[config.mk]
export PLATFORM = sky130hd
export DESIGN_NAME = fp_mul_arbiter_flat
export DESIGN_NICKNAME = d
export VERILOG_FILES = /design/src/rtl/fp_mul_arbiter_if.sv /design/src/rtl/fp_mul_arbiter.sv /design/src/flat_wrapper.sv
export SDC_FILE = /design/constraint.sdc
export NUM_CORES = 1
export LEC_CHECK = 0
export ABC_AREA = 1
export CAP_MARGIN = 20
export CORE_AREA = 2 2 158 160
export CTS_BUF_LIST = sky130_fd_sc_hd__clkbuf_16
export CTS_CLUSTER_DIAMETER = 200
export DETAILED_ROUTE_END_ITERATION = 6
export DIE_AREA = 0 0 160 162
export GPL_TIMING_DRIVEN = 0
export HOLD_SLACK_MARGIN = 0.15
export SKIP_CTS_REPAIR_TIMING = 1
export SLEW_MARGIN = 15
export SYNTH_ARGS = -nofsm -noshare
export SYNTH_HDL_FRONTEND = slang
export SYNTH_SLANG_ARGS = --single-unit
export TNS_END_PERCENT = 30
[constraint.sdc]
create_clock -name clk -period 9.7 [get_ports clk]
set_input_delay 1.94 -clock clk [delete_from_list [all_inputs] [get_ports clk]]
set_output_delay 1.94 -clock clk [all_outputs]
set_load 0.1 [all_outputs]
[src/rtl/fp_mul_arbiter_if.sv]
// fp_mul_arbiter_if: requester handshake, result return and multiplier
// operand/result signals shared between fp_mul_arbiter and its neighbours.
// The arbiter connects through the slave modport; the requesters and the
// multiplier wrapper sit on the master side.
interface fp_mul_arbiter_if #(
    parameter int DATA_WIDTH = 32,
    parameter int NUM_REQ    = 4
);
    logic [NUM_REQ-1:0]            req_valid;
    logic [NUM_REQ*DATA_WIDTH-1:0] req_a;
    logic [NUM_REQ*DATA_WIDTH-1:0] req_b;
    logic [NUM_REQ-1:0]            req_ready;
    logic                          arb_hold;
    logic                          mul_ena;
    logic [DATA_WIDTH-1:0]         mul_a;
    logic [DATA_WIDTH-1:0]         mul_b;
    logic [DATA_WIDTH-1:0]         mul_result;
    logic [NUM_REQ-1:0]            res_valid;
    logic [DATA_WIDTH-1:0]         res_data;
    logic                          busy;

    modport master (
        output req_valid, req_a, req_b, arb_hold, mul_result,
        input  req_ready, mul_ena, mul_a, mul_b, res_valid, res_data, busy
    );

    modport slave (
        input  req_valid, req_a, req_b, arb_hold, mul_result,
        output req_ready, mul_ena, mul_a, mul_b, res_valid, res_data, busy
    );
endinterface

[src/rtl/fp_mul_arbiter.sv]
// fp_mul_arbiter: shares one registered FP multiplier among NUM_REQ
// requesters. One operand pair is granted per cycle (round-robin by default),
// a tag pipeline MUL_LATENCY deep remembers who issued each operation, and
// the product is returned to that requester with a one-hot strobe.
// Build option: define FP_MUL_ARB_FIXED_PRIO_EN for fixed priority (lowest
// asserted index wins, no rotating pointer).
module fp_mul_arbiter #(
    parameter int DATA_WIDTH  = 32,
    parameter int NUM_REQ     = 4,
    parameter int MUL_LATENCY = 4
) (
    input  logic            clk,
    input  logic            rst_n,
    fp_mul_arbiter_if.slave bus
);

    localparam int PTR_W = (NUM_REQ > 1) ? $clog2(NUM_REQ) : 1;
    localparam int CNT_W = $clog2(MUL_LATENCY + 1);

    typedef enum logic [1:0] {
        IDLE   = 2'd0,
        ACTIVE = 2'd1,
        DRAIN  = 2'd2
    } state_t;

    state_t                  state;
    logic                    ena;

    logic [NUM_REQ-1:0]      grant;
    logic [PTR_W-1:0]        grant_idx;
    logic [PTR_W-1:0]        cand;
    logic                    found;
    logic                    issue;
    logic                    retire;

    logic [DATA_WIDTH-1:0]   sel_a;
    logic [DATA_WIDTH-1:0]   sel_b;
    logic [DATA_WIDTH-1:0]   op_a_p0;
    logic [DATA_WIDTH-1:0]   op_b_p0;

    logic                    vld_p [MUL_LATENCY];
    logic [PTR_W-1:0]        idx_p [MUL_LATENCY];

    logic [CNT_W-1:0]        inflight;
    logic [CNT_W-1:0]        inflight_next;

    logic [NUM_REQ-1:0]      res_vld;
    logic [DATA_WIDTH-1:0]   res_dat;

    function automatic logic [NUM_REQ-1:0] onehot(input logic [PTR_W-1:0] idx);
        return {{(NUM_REQ-1){1'b0}}, 1'b1} << idx;
    endfunction

`ifdef FP_MUL_ARB_FIXED_PRIO_EN
    // Fixed priority: the lowest asserted index wins unless grants are held.
    always_comb begin
        grant     = '0;
        grant_idx = '0;
        found     = 1'b0;
        cand      = '0;
        for (int k = 0; k < NUM_REQ; k++) begin
            cand = PTR_W'(k);
            if (!found && !bus.arb_hold && bus.req_valid[cand]) begin
                found     = 1'b1;
                grant_idx = cand;
            end
        end
        if (found) begin
            grant = onehot(grant_idx);
        end
    end
`else
    logic [PTR_W-1:0] rr_ptr;
    int               pos;

    // Round-robin: first asserted request at or after rr_ptr, wrapping upward.
    always_comb begin
        grant     = '0;
        grant_idx = '0;
        found     = 1'b0;
        cand      = '0;
        pos       = 0;
        for (int k = 0; k < NUM_REQ; k++) begin
            pos = int'(rr_ptr) + k;
            if (pos >= NUM_REQ) begin
                pos = pos - NUM_REQ;
            end
            cand = PTR_W'(pos);
            if (!found && !bus.arb_hold && bus.req_valid[cand]) begin
                found     = 1'b1;
                grant_idx = cand;
            end
        end
        if (found) begin
            grant = onehot(grant_idx);
        end
    end

    // Pointer moves just past the requester that was served.
    always_ff @(posedge clk or negedge rst_n) begin
        if (!rst_n) begin
            rr_ptr <= '0;
        end else if (issue) begin
            rr_ptr <= (int'(grant_idx) == NUM_REQ - 1) ? '0 : grant_idx + PTR_W'(1);
        end
    end
`endif

    assign issue  = |(grant & bus.req_valid);
    assign retire = vld_p[MUL_LATENCY-1];

    // Operand mux for the granted requester, built with constant slice bases.
    always_comb begin
        sel_a = '0;
        sel_b = '0;
        for (int k = 0; k < NUM_REQ; k++) begin
            if (grant_idx == PTR_W'(k)) begin
                sel_a = bus.req_a[k*DATA_WIDTH +: DATA_WIDTH];
                sel_b = bus.req_b[k*DATA_WIDTH +: DATA_WIDTH];
            end
        end
    end

    // ---- issue stage: operand registers feeding the multiplier ----
    // Operands load on issue and hold otherwise, so the wrapper's input
    // register can sample them on any enabled edge.
    always_ff @(posedge clk or negedge rst_n) begin
        if (!rst_n) begin
            op_a_p0 <= '0;
            op_b_p0 <= '0;
        end else if (issue) begin
            op_a_p0 <= sel_a;
            op_b_p0 <= sel_b;
        end
    end

    // ---- tag pipeline: one stage per edge of multiplier latency ----
    // Tag valid bits; these must clear on reset so no stale result retires.
    always_ff @(posedge clk or negedge rst_n) begin
        if (!rst_n) begin
            for (int k = 0; k < MUL_LATENCY; k++) begin
                vld_p[k] <= 1'b0;
            end
        end else begin
            vld_p[0] <= issue;
            for (int k = 1; k < MUL_LATENCY; k++) begin
                vld_p[k] <= vld_p[k-1];
            end
        end
    end

    // Tag requester index; only meaningful where the matching valid bit is set.
    always_ff @(posedge clk) begin
        idx_p[0] <= grant_idx;
        for (int k = 1; k < MUL_LATENCY; k++) begin
            idx_p[k] <= idx_p[k-1];
        end
    end

    // Next occupancy: issue and retire on the same edge cancel out.
    always_comb begin
        inflight_next = inflight;
        if (issue && !retire) begin
            inflight_next = inflight + CNT_W'(1);
        end else if (!issue && retire) begin
            inflight_next = inflight - CNT_W'(1);
        end
    end

    // Occupancy counter, bounded by the tag pipeline depth.
    always_ff @(posedge clk or negedge rst_n) begin
        if (!rst_n) begin
            inflight <= '0;
        end else begin
            inflight <= inflight_next;
        end
    end

    // ---- retire stage: return the product to its requester ----
    // One-cycle one-hot strobe; data holds between results.
    always_ff @(posedge clk or negedge rst_n) begin
        if (!rst_n) begin
            res_vld <= '0;
            res_dat <= '0;
        end else if (retire) begin
            res_vld <= onehot(idx_p[MUL_LATENCY-1]);
            res_dat <= bus.mul_result;
        end else begin
            res_vld <= '0;
        end
    end

    // Sequencer FSM; the enable follows the next state so the wrapper keeps
    // clocking until the last in-flight operation has retired.
    always_ff @(posedge clk or negedge rst_n) begin
        if (!rst_n) begin
            state <= IDLE;
            ena   <= 1'b0;
        end else begin
            case (state)
                IDLE: begin
                    if (issue) begin
                        state <= ACTIVE;
                        ena   <= 1'b1;
                    end else begin
                        ena   <= 1'b0;
                    end
                end
                ACTIVE, DRAIN: begin
                    if (issue) begin
                        state <= ACTIVE;
                        ena   <= 1'b1;
                    end else if (inflight_next != '0) begin
                        state <= DRAIN;
                        ena   <= 1'b1;
                    end else begin
                        state <= IDLE;
                        ena   <= 1'b0;
                    end
                end
                default: begin
                    state <= IDLE;
                    ena   <= 1'b0;
                end
            endcase
        end
    end

    assign bus.req_ready = grant;
    assign bus.mul_ena   = ena;
    assign bus.mul_a     = op_a_p0;
    assign bus.mul_b     = op_b_p0;
    assign bus.res_valid = res_vld;
    assign bus.res_data  = res_dat;
    assign bus.busy      = (state != IDLE);

endmodule

[src/flat_wrapper.sv]
// flat-port wrapper written by rule: the top's interface ports become plain ports
module fp_mul_arbiter_flat 
#(
    parameter int DATA_WIDTH  = 32,
    parameter int NUM_REQ     = 4,
    parameter int MUL_LATENCY = 4
)
  (clk, rst_n, bus_req_valid, bus_req_a, bus_req_b, bus_arb_hold, bus_mul_result, bus_req_ready, bus_mul_ena, bus_mul_a, bus_mul_b, bus_res_valid, bus_res_data, bus_busy);
  fp_mul_arbiter_if #(.DATA_WIDTH(DATA_WIDTH), .NUM_REQ(NUM_REQ)) bus_i ();
  input  logic clk;
  input  logic rst_n;
  input wire logic [$bits(bus_i.req_valid)-1:0] bus_req_valid;
  input wire logic [$bits(bus_i.req_a)-1:0] bus_req_a;
  input wire logic [$bits(bus_i.req_b)-1:0] bus_req_b;
  input wire logic [$bits(bus_i.arb_hold)-1:0] bus_arb_hold;
  input wire logic [$bits(bus_i.mul_result)-1:0] bus_mul_result;
  output wire logic [$bits(bus_i.req_ready)-1:0] bus_req_ready;
  output wire logic [$bits(bus_i.mul_ena)-1:0] bus_mul_ena;
  output wire logic [$bits(bus_i.mul_a)-1:0] bus_mul_a;
  output wire logic [$bits(bus_i.mul_b)-1:0] bus_mul_b;
  output wire logic [$bits(bus_i.res_valid)-1:0] bus_res_valid;
  output wire logic [$bits(bus_i.res_data)-1:0] bus_res_data;
  output wire logic [$bits(bus_i.busy)-1:0] bus_busy;
  assign bus_i.req_valid = bus_req_valid;
  assign bus_i.req_a = bus_req_a;
  assign bus_i.req_b = bus_req_b;
  assign bus_i.arb_hold = bus_arb_hold;
  assign bus_i.mul_result = bus_mul_result;
  assign bus_req_ready = bus_i.req_ready;
  assign bus_mul_ena = bus_i.mul_ena;
  assign bus_mul_a = bus_i.mul_a;
  assign bus_mul_b = bus_i.mul_b;
  assign bus_res_valid = bus_i.res_valid;
  assign bus_res_data = bus_i.res_data;
  assign bus_busy = bus_i.busy;
  fp_mul_arbiter #(.DATA_WIDTH(DATA_WIDTH), .NUM_REQ(NUM_REQ), .MUL_LATENCY(MUL_LATENCY)) u_core (.clk(clk), .rst_n(rst_n), .bus(bus_i));
endmodule
==> results_dict.tcl <==
set metrics [dict create \
    required_ns 7.76 \
    final-max-slew-violation-count 0 \
    critPathKind "in -> out" \
    drt_iter0_markers 485 \
    track_usage_pct 22.9 \
    area_delta_synth_final_pct 75.7 \
    hpwl_um 23900 \
    n_antenna_cell 0 \
    cts_tree "built" \
    row_count 57 \
    final_antenna_net_count 0 \
    cp_slowest_stage_delay_ns 1.14 \
    syn_area_um2 6700 \
    grt_overflow 0 \
    reg2reg_depth 19 \
    tns_ns 0 \
    dp_cells 1659 \
    worst_pin_slew_ns 1.12 \
    place_area_um2 11100 \
    firstDrtPassIters 5 \
    setup_viol 0 \
    end_kind "output port" \
    drc_errors 0 \
    syn_nets 1237 \
    period_share_pct 86.4 \
    final_cells 1691 \
    cts_buffers 17 \
    critPathSlowestCell "clkdlybuf4s50_1" \
    status "finished, final reports clean" \
    grt_pass1_wl_um 45900 \
    grt_antenna_before_repair 1 \
    r2r-start "u_core.rr_ptr[1]" \
    cts.reportedPaths.clkPinSlew_ns 0.06 \
    critical_path_arrival_ns 6.44 \
    grt_pass1_vias 7844 \
    crit_chain "clkdlybuf4s50_1 -> nand2_1 -> nand2_1 -> nand2_1 -> nand2_1 -> nor2_2 -> nand2_4 -> inv_1 -> nor3_1 -> nand2_1 -> o21ai_0 -> o21ai_0 -> inv_1 -> ha_1 -> clkbuf_1 -> clkbuf_1 -> inv_1 -> nor2_1 -> clkdlybuf4s50_1" \
    crit_path_frequent_cell "nand2_1" \
    final_area_um2 11800 \
    cp-start-kind "input pin" \
    fp.dieW_um 160 \
    rsz0062_at_grt "false" \
    yosysUniqueCellTypes 31 \
    grt_max_degree 80 \
    gp_congestion 0.938 \
    drt_wl_total_um 30500 \
    ios 401 \
    min_period_ns 8.38 \
    seq_area_frac_synth_pct 44.2 \
    root_buffer "clkbuf_16" \
    drv_cap 0 \
    max_freq_mhz 119 \
    clock_skew_ns 0.00719 \
    drive_above_1_share_pct 5.27 \
    slew_headroom_pct 24.9 \
    startpoint "bus_req_valid[1]" \
    clockBufferDepth 2 \
    clk-insertion-delay-late_ns 0.41 \
    final_util_pct 48.8 \
    avgSynthCellArea_um2 7.17 \
    fill_cells 2476 \
    die_area_um2 25900 \
    wl_per_cell_um 18.0 \
    r2r_setup_slack_ns 5.52 \
    clock-sinks 120 \
    layout_common_cells "clkdlybuf4s50_1 (399), nand2_1 (328), o21ai_0 (196)" \
    crit_end "bus_req_ready[0]" \
    syn_inst 934 \
    vias 7963 \
    fp.dieH_um 162 \
    core_area_um2 24100 \
    min_path_type "reg -> reg" \
    viasPerCell 4.71 \
    htree_levels 4 \
    initial_core_util_pct 27.8 \
    finalHoldViolations 0 \
    ys_ff_latch 120 \
    fin_nets 1657 \
    mostFrequentLayoutCell "clkdlybuf4s50_1" \
    yosysWarnings 0 \
    io_buffers 400 \
    crit_fanout 10 \
    r2r-end "u_core.bus.mul_a[0]" \
]
[kinds of logic after synthesis]
| kind of cell | share of synthesized area (%) |
|---|---|
| AOI/OAI and AO/OA | 20.1 |
| xor gates and xnor gates | 0.131 |
| adders and majority gates | 1.49 |
| buffers and inverters | 6.07 |
| DFF | 44.2 |
| and+or+nand+nor | 27.9 |
[state kept, by name (all words and copies together), names as in the netlist, 3 cells and up]
name	cells
u_core.inflight	3
u_core.bus.res_valid	4
u_core.idx_p	8
u_core.bus.mul_a	32
u_core.bus.res_data	32
u_core.bus.mul_b	32
u_core.vld_p	3
[through the flow]
stage                     setup WS (ns)  hold slack, ns
after floorplan                    2.73           0.310
after global placement             1.54           0.311
after detailed placement           1.44           0.312
after CTS                          1.41           0.326
after global routing               1.05           0.329
final                              1.32           0.326
[cells in the mapped netlist (all sizes together)]
cell type  instances  area [um2]
nand2            336        1300
o21ai            197         997
dfrtp            112        2800
nand3             82         453
a21oi             67         339
clkbuf            47         176
inv               28         108
buf               24         119
nor2              12        73.8
dfxtp              8         160
ha                 8         100
nor3               7        35.0
a31oi              1        6.26
clkinv             1        3.75
nor4               1        6.26
o22ai              1        6.26
or2                1        6.26
xor2               1        8.76
[per-layer routing]
metal  up-vias  wire [um]  track usage, %
li1       3940          -               -
met1      3696      12900            29.1
met2       304      15100            39.9
met3        23       1990            5.23
met4         0        430            5.08
met5         -          0               0
[how the worst min path moves through the flow]
stage	startpoint	to	slack, ns	cells after the start
2_1_floorplan	u_core.idx_p[0][0]	u_core.idx_p[1][0]	0.31	0
3_3_place_gp	u_core.idx_p[1][0]	u_core.idx_p[2][0]	0.31	0
3_5_place_dp	u_core.idx_p[2][0]	u_core.idx_p[3][0]	0.31	0
4_1_cts	u_core.idx_p[2][0]	u_core.idx_p[3][0]	0.33	0
5_1_grt	u_core.idx_p[1][0]	u_core.idx_p[2][0]	0.33	0
6_report	u_core.idx_p[2][0]	u_core.idx_p[3][0]	0.33	0
[layout make-up]
class / instances / area, um2 / share of cell area (%)
inverter: 29 / 111 / 0.947
tap: 324 / 405 / 3.45
buffer: 71 / 295 / 2.51
sequential: 120 / 2960 / 25.2
timing repair buffer: 401 / 4030 / 34.3
clock inverter: 15 / 204 / 1.73
multi-input combinational: 714 / 3330 / 28.3
clock buffer: 17 / 425 / 3.62
[critical path, delay by kind of cell]
family	cells	cell delay, ns
AND/OR/NAND/NOR	9	0.98
AO/OA/AOI/OAI	2	0.30
buffers and inverters	7	3.00
adder cells (fa/ha/maj)	1	0.21
Power is left out: the tool's default activity adds up to more than one toggle a clock period on the data nets, which glitch-free logic cannot reach.
==> edit 1, RTL diff (same flow settings) <==
Encoding of `state_t`: now one-hot (3 bits for 3 states).
--- a/src/rtl/fp_mul_arbiter.sv
+++ b/src/rtl/fp_mul_arbiter.sv
@@ -17,10 +17,10 @@
     localparam int PTR_W = (NUM_REQ > 1) ? $clog2(NUM_REQ) : 1;
     localparam int CNT_W = $clog2(MUL_LATENCY + 1);
 
-    typedef enum logic [1:0] {
-        IDLE   = 2'd0,
-        ACTIVE = 2'd1,
-        DRAIN  = 2'd2
+    typedef enum logic [2:0] {
+        IDLE   = 3'b001,
+        ACTIVE = 3'b010,
+        DRAIN  = 3'b100
     } state_t;
 
     state_t                  state;
Formal check against the unedited RTL: no difference found for any inputs over 4 cycles, from zero or initial values and one cycle with rst_n low; so few cycles prove little.
==> edit 1 against the original RTL <==
  * Synthesized cell count grew 6.0%
  * Synthesized area grew 1.4%
  * Via count grew 2.2%
  * Cell count grew 3.3%
  * Design area grew 0.34%
  * Clock skew grew 0.0014 ns
  * First-iteration DRC count shrank 14%
  * Routed wire length shrank 1.5%
  * Worst setup slack gained 0.038 ns
  * Sequential cell count grew 1
  * Highest routed layer unchanged
Power is not shown: default switching activity piles up to over one toggle a cycle in this logic, so the estimate is an artifact.
==> edit 1: results (changes against the original RTL) <==
[yosys]
ys_seq_area_frac=0.440  ; was 0.442
synthAdderAreaFrac=0.0111  ; was 0.0149
synth_fp_nets=1291  ; was 1237
yosysUniqueCellTypes=30  ; was 31
ys.flop_type=dfrtp_1  ; unchanged
synth_xor_area_frac=0.00479  ; was 0.00131
async_flop_share=0.934  ; was 0.933
synth_area_per_cell_sq_um=6.86  ; was 7.17 sq um
synth_compound_area_frac=0.149  ; was 0.201
muxShareOfSynthArea=0  ; unchanged
yosysWarnings=0  ; unchanged
synth.area.top_cells=dfrtp_1 (41%), nand2_1 (25%), o21ai_0 (9.6%), nand3_1 (5.6%), a21oi_1 (4.9%)  ; was dfrtp_1 (42%), nand2_1 (18%), o21ai_0 (15%), nand3_1 (5.6%), a21oi_1 (4.9%)
synth_common_cells=nand2_1 (455), o21ai_0 (130), dfrtp_1 (112)  ; was nand2_1 (328), o21ai_0 (196), dfrtp_1 (112)

[place]
dp_hpwl_um=23500  ; was 23900 um
place_ws_ns=1.27  ; was 1.44 ns
gp_congestion=0.892  ; was 0.938
portBuffers=400  ; unchanged

[detailed_routing]
routed_wl_um=30000  ; was 30500 um
dr.first_iter.drc_count=415  ; was 485
vias_per_cell=4.66  ; was 4.71

[critical_path]
worst_path_max_delay_cell=clkdlybuf4s50_1  ; unchanged
crit_arrival_ns=6.40  ; was 6.44 ns
critical_path.max_stage_delay_ns=1.12  ; was 1.14 ns

[sta]
relSlewSlack=0.271  ; was 0.249
skew_ns=0.00854  ; was 0.00719 ns

[global_routing]
use_met2=0.392  ; was 0.399
track_usage=0.225  ; was 0.229
grt_max_degree=76  ; was 80
antenna_found_initial=0  ; was 1
grt_pass1_wl_um=45100  ; was 45900 um
grt_pass1_vias=7878  ; was 7844
use_met3=0.0644  ; was 0.0523
grtUsageMet1=0.275  ; was 0.291

[clock_tree]
insertion_delay_ns=0.41  ; about the same
clock-root-buffer=clkbuf_16  ; unchanged

[status]
status=finished, final reports clean  ; unchanged

[final_layout]
layout.nets=1711  ; was 1657
drive_above_1_share=0.0450  ; was 0.0527

[min_path]
hold_path.class=flip-flop to flip-flop  ; unchanged

==> edit 1: cell count changes after synthesis, sizes merged, moves of 2 or more <==
cell    change
nand2     +127
o21ai      -67
buf         -8
clkbuf      +7
nand3       -6
inv         +3
ha          -2
==> edit 1: per-layer routing <==
metal,wire length (um),part of all wire
met1,12200,0.41
met4,525,0.017
met2,14900,0.50
met5,0,0
met3,2410,0.080
==> edit 1: final cells by class <==
cell class | instances | area [sq um]
repair buffers | 401 | 4030
fillers | 2431 | 12300
multi-input cells | 767 | 3390
clock buffers | 17 | 425
clock inverters | 15 | 153
inverters | 32 | 125
flip-flops and latches | 121 | 2990
plain buffers | 70 | 282
well taps | 324 | 405
==> edit 1: stage by stage <==
stage	cells	instance area, sq um
finish	1747	11800
global route	1747	11800
CTS	1747	11800
detailed placement	1715	11200
global placement	1714	11200
floorplan	990	6790
==> edit 1: worst max-delay path: cells and delay by family <==
family | cells | cell delay, ns
and+or+nand+nor | 7 | 0.81
buffers and inverters | 8 | 2.95
AOI/OAI and AO/OA | 1 | 0.36
adders and majority gates | 1 | 0.34
==> edit 1: cell families after synthesis <==
family,Yosys count
buffers and inverters,102
xor gates and xnor gates,2
and+or+nand+nor,559
adders and majority gates,6
AOI/OAI and AO/OA,200
DFF,121
==> edit 1: worst paths after layout <==
path / startpoint / to / slack, ns / cells past startpoint
worst max-delay path: bus_req_valid[2] / bus_req_ready[3] / 1.36 / 17
max in group asynchronous: rst_n / u_core.state[0] / 7.53 / 2
worst min register to register: u_core.idx_p[2][1] / u_core.idx_p[3][1] / 0.33 / 0
worst min-delay path: u_core.idx_p[2][1] / u_core.idx_p[3][1] / 0.33 / 0
worst max register to register: u_core.rr_ptr[0] / u_core.bus.mul_a[3] / 5.20 / 19
min in group asynchronous: rst_n / u_core.bus.mul_a[8] / 1.43 / 1
==> edit 2, RTL diff (config.mk and constraints unchanged) <==
Without the edit above. `MUL_LATENCY` is set to 4 in 2 places; all go to 2.
--- a/src/rtl/fp_mul_arbiter.sv
+++ b/src/rtl/fp_mul_arbiter.sv
@@ -7,7 +7,7 @@
 module fp_mul_arbiter #(
     parameter int DATA_WIDTH  = 32,
     parameter int NUM_REQ     = 4,
-    parameter int MUL_LATENCY = 4
+    parameter int MUL_LATENCY = 2
 ) (
     input  logic            clk,
     input  logic            rst_n,
--- a/src/flat_wrapper.sv
+++ b/src/flat_wrapper.sv
@@ -3,7 +3,7 @@
 #(
     parameter int DATA_WIDTH  = 32,
     parameter int NUM_REQ     = 4,
-    parameter int MUL_LATENCY = 4
+    parameter int MUL_LATENCY = 2
 )
   (clk, rst_n, bus_req_valid, bus_req_a, bus_req_b, bus_arb_hold, bus_mul_result, bus_req_ready, bus_mul_ena, bus_mul_a, bus_mul_b, bus_res_valid, bus_res_data, bus_busy);
   fp_mul_arbiter_if #(.DATA_WIDTH(DATA_WIDTH), .NUM_REQ(NUM_REQ)) bus_i ();
Behaviour: not the same (a bounded check fails within 4 cycles, from zero or initial values and one cycle with rst_n low).
==> edit 2 against the original RTL <==
  * Non-clock buffer count up 1
  * Routed wire length rose by 3.4%
  * Critical endpoint is now bus_req_ready[2]
  * Sequential cell count shrank 7
  * Synthesized area decreased by 0.84%
  * Via count increased by 0.19%
  * Highest routed layer unchanged
  * Cell count fell by 0.71%
  * Critical path type unchanged
  * Design area is 0.96% lower
  * Critical path depth fell by 1
  * Worst setup slack better by 0.17 ns
  * Global-route usage grew 1.1 points
Power is not shown: default switching activity piles up to over one toggle a cycle in this logic, so the estimate is an artifact.
==> edit 2: results (changes against the original RTL) <==
[status]
status=finished, final reports clean  ; unchanged

[critical_path]
critPathKind=primary input to output port  ; unchanged
worst_path_max_delay_cell=clkdlybuf4s50_1  ; unchanged
crit_fanout=10  ; unchanged
r2r-start=u_core.rr_ptr[1]  ; unchanged
endpoint=bus_req_ready[2]  ; was bus_req_ready[0]
r2r_slack_ns=5.62  ; was 5.52 ns
r2r_cells=18  ; was 19
critical_path.max_stage_delay_ns=0.98  ; was 1.14 ns
crit_start=bus_req_valid[1]  ; unchanged
r2r_end=u_core.bus.mul_a[2]  ; was u_core.bus.mul_a[0]
crit_arrival_ns=6.27  ; was 6.44 ns

[global_routing]
antenna_found_initial=2  ; was 1
grt_max_degree=64  ; was 80
grt_pass1_wl_um=47500  ; was 45900 um
grt_pass1_vias=7921  ; was 7844
track_usage=0.240  ; was 0.229

[place]
place_ws_ns=1.48  ; was 1.44 ns
dp_hpwl_um=24800  ; was 23900 um
portBuffers=400  ; unchanged
gp_congestion=0.893  ; was 0.938
place_inst=1644  ; was 1659

[yosys]
ys.flop_type=dfrtp_1  ; unchanged
yosysUniqueCellTypes=29  ; was 31
synth_common_cells=nand2_1 (314), o21ai_0 (143), dfrtp_1 (109)  ; was nand2_1 (328), o21ai_0 (196), dfrtp_1 (112)
yosysWarnings=0  ; unchanged
synthCells=919  ; was 934
ys_seq_area_frac=0.423  ; was 0.442
synth_fp_nets=1220  ; was 1237
async_flop_share=0.965  ; was 0.933
synth.area.top_cells=dfrtp_1 (41%), nand2_1 (18%), o21ai_0 (11%), nand3_1 (5.8%), a21oi_1 (4.8%)  ; was dfrtp_1 (42%), nand2_1 (18%), o21ai_0 (15%), nand3_1 (5.6%), a21oi_1 (4.9%)

[clock_tree]
clkTransAtPathRegs_ns=0.06  ; about the same
cts_buffers=17  ; unchanged
htree_levels=4  ; unchanged
insertion_delay_ns=0.43  ; was 0.41 ns
clock_path_buffers=2  ; unchanged
clock-root-buffer=clkbuf_16  ; unchanged

[sta]
relSlewSlack=0.291  ; was 0.249
skew_ns=0.0119  ; was 0.00719 ns
final.min_clock_period_ns=8.21  ; was 8.38 ns

[detailed_routing]
detail_route.wl_per_cell_um=18.8  ; was 18.0 um
first_pass_iters=4  ; was 5
remaining_drc_errors=0  ; unchanged
dr.first_iter.drc_count=429  ; was 485
vias=7978  ; was 7963

[final_layout]
drive_above_1_share=0.0732  ; was 0.0527
fin_cells=1679  ; was 1691

[min_path]
hold_path.class=flip-flop to flip-flop  ; unchanged
hold_depth=0  ; unchanged

## edit 2: kinds of logic (layout without fill, tap and decap cells)
| group | count (synthesis) | count (layout) | synth area share |
|---|---|---|---|
| compound gates | 262 | 262 | 0.207 |
| flops | 113 | 113 | 0.423 |
| buf+inv | 102 | 535 | 0.0712 |
| fa+ha+maj | 6 | 6 | 0.0113 |
| other cells | 0 | 3 | 0 |
| simple gates | 436 | 436 | 0.288 |
## edit 2: area by class of cell
class	instances	area [sq um]
fillers	2505	12500
clock inverters	15	140
diodes	3	7.51
well taps	324	405
flip-flops and latches	113	2810
clock buffers	17	425
plain buffers	72	355
inverters	30	118
repair buffers	401	4030
multi-input cells	704	3360
## edit 2: worst min path at each step
stage,slack (ns),from,end
after floorplan,0.31,u_core.idx_p[0][0],u_core.idx_p[0][2]
after global placement,0.31,u_core.idx_p[0][0],u_core.idx_p[0][2]
after detailed placement,0.31,u_core.idx_p[0][0],u_core.idx_p[0][2]
after CTS,0.33,u_core.idx_p[0][0],u_core.idx_p[0][2]
after global routing,0.35,u_core.idx_p[0][1],u_core.idx_p[0][3]
final,0.33,u_core.idx_p[0][0],u_core.idx_p[0][2]
## edit 2: per-layer routing
| metal | part of all wire | GRT usage | vias up | routed length, um |
|---|---|---|---|---|
| met5 | 0 | 0 | - | 0 |
| met4 | 0.016 | 0.0770 | 0 | 508 |
| met2 | 0.50 | 0.413 | 363 | 15700 |
| met3 | 0.087 | 0.0802 | 32 | 2740 |
| met1 | 0.40 | 0.284 | 3687 | 12600 |
| li1 | - | - | 3896 | - |
## edit 2: critical path, delay by kind of cell
kind	cells	cell delay (ns)
adders and majority gates	1	0.27
and+or+nand+nor	9	0.87
buffers and inverters	7	2.71
AOI/OAI and AO/OA	1	0.46
## edit 2: stage by stage
step,utilization,cell area (sq um)
2_1_floorplan,-,6640
6_report,0.483,11700
4_1_cts,0.483,11600
5_1_grt,0.483,11600
3_5_place_dp,0.460,11100
3_3_place_gp,0.458,11100
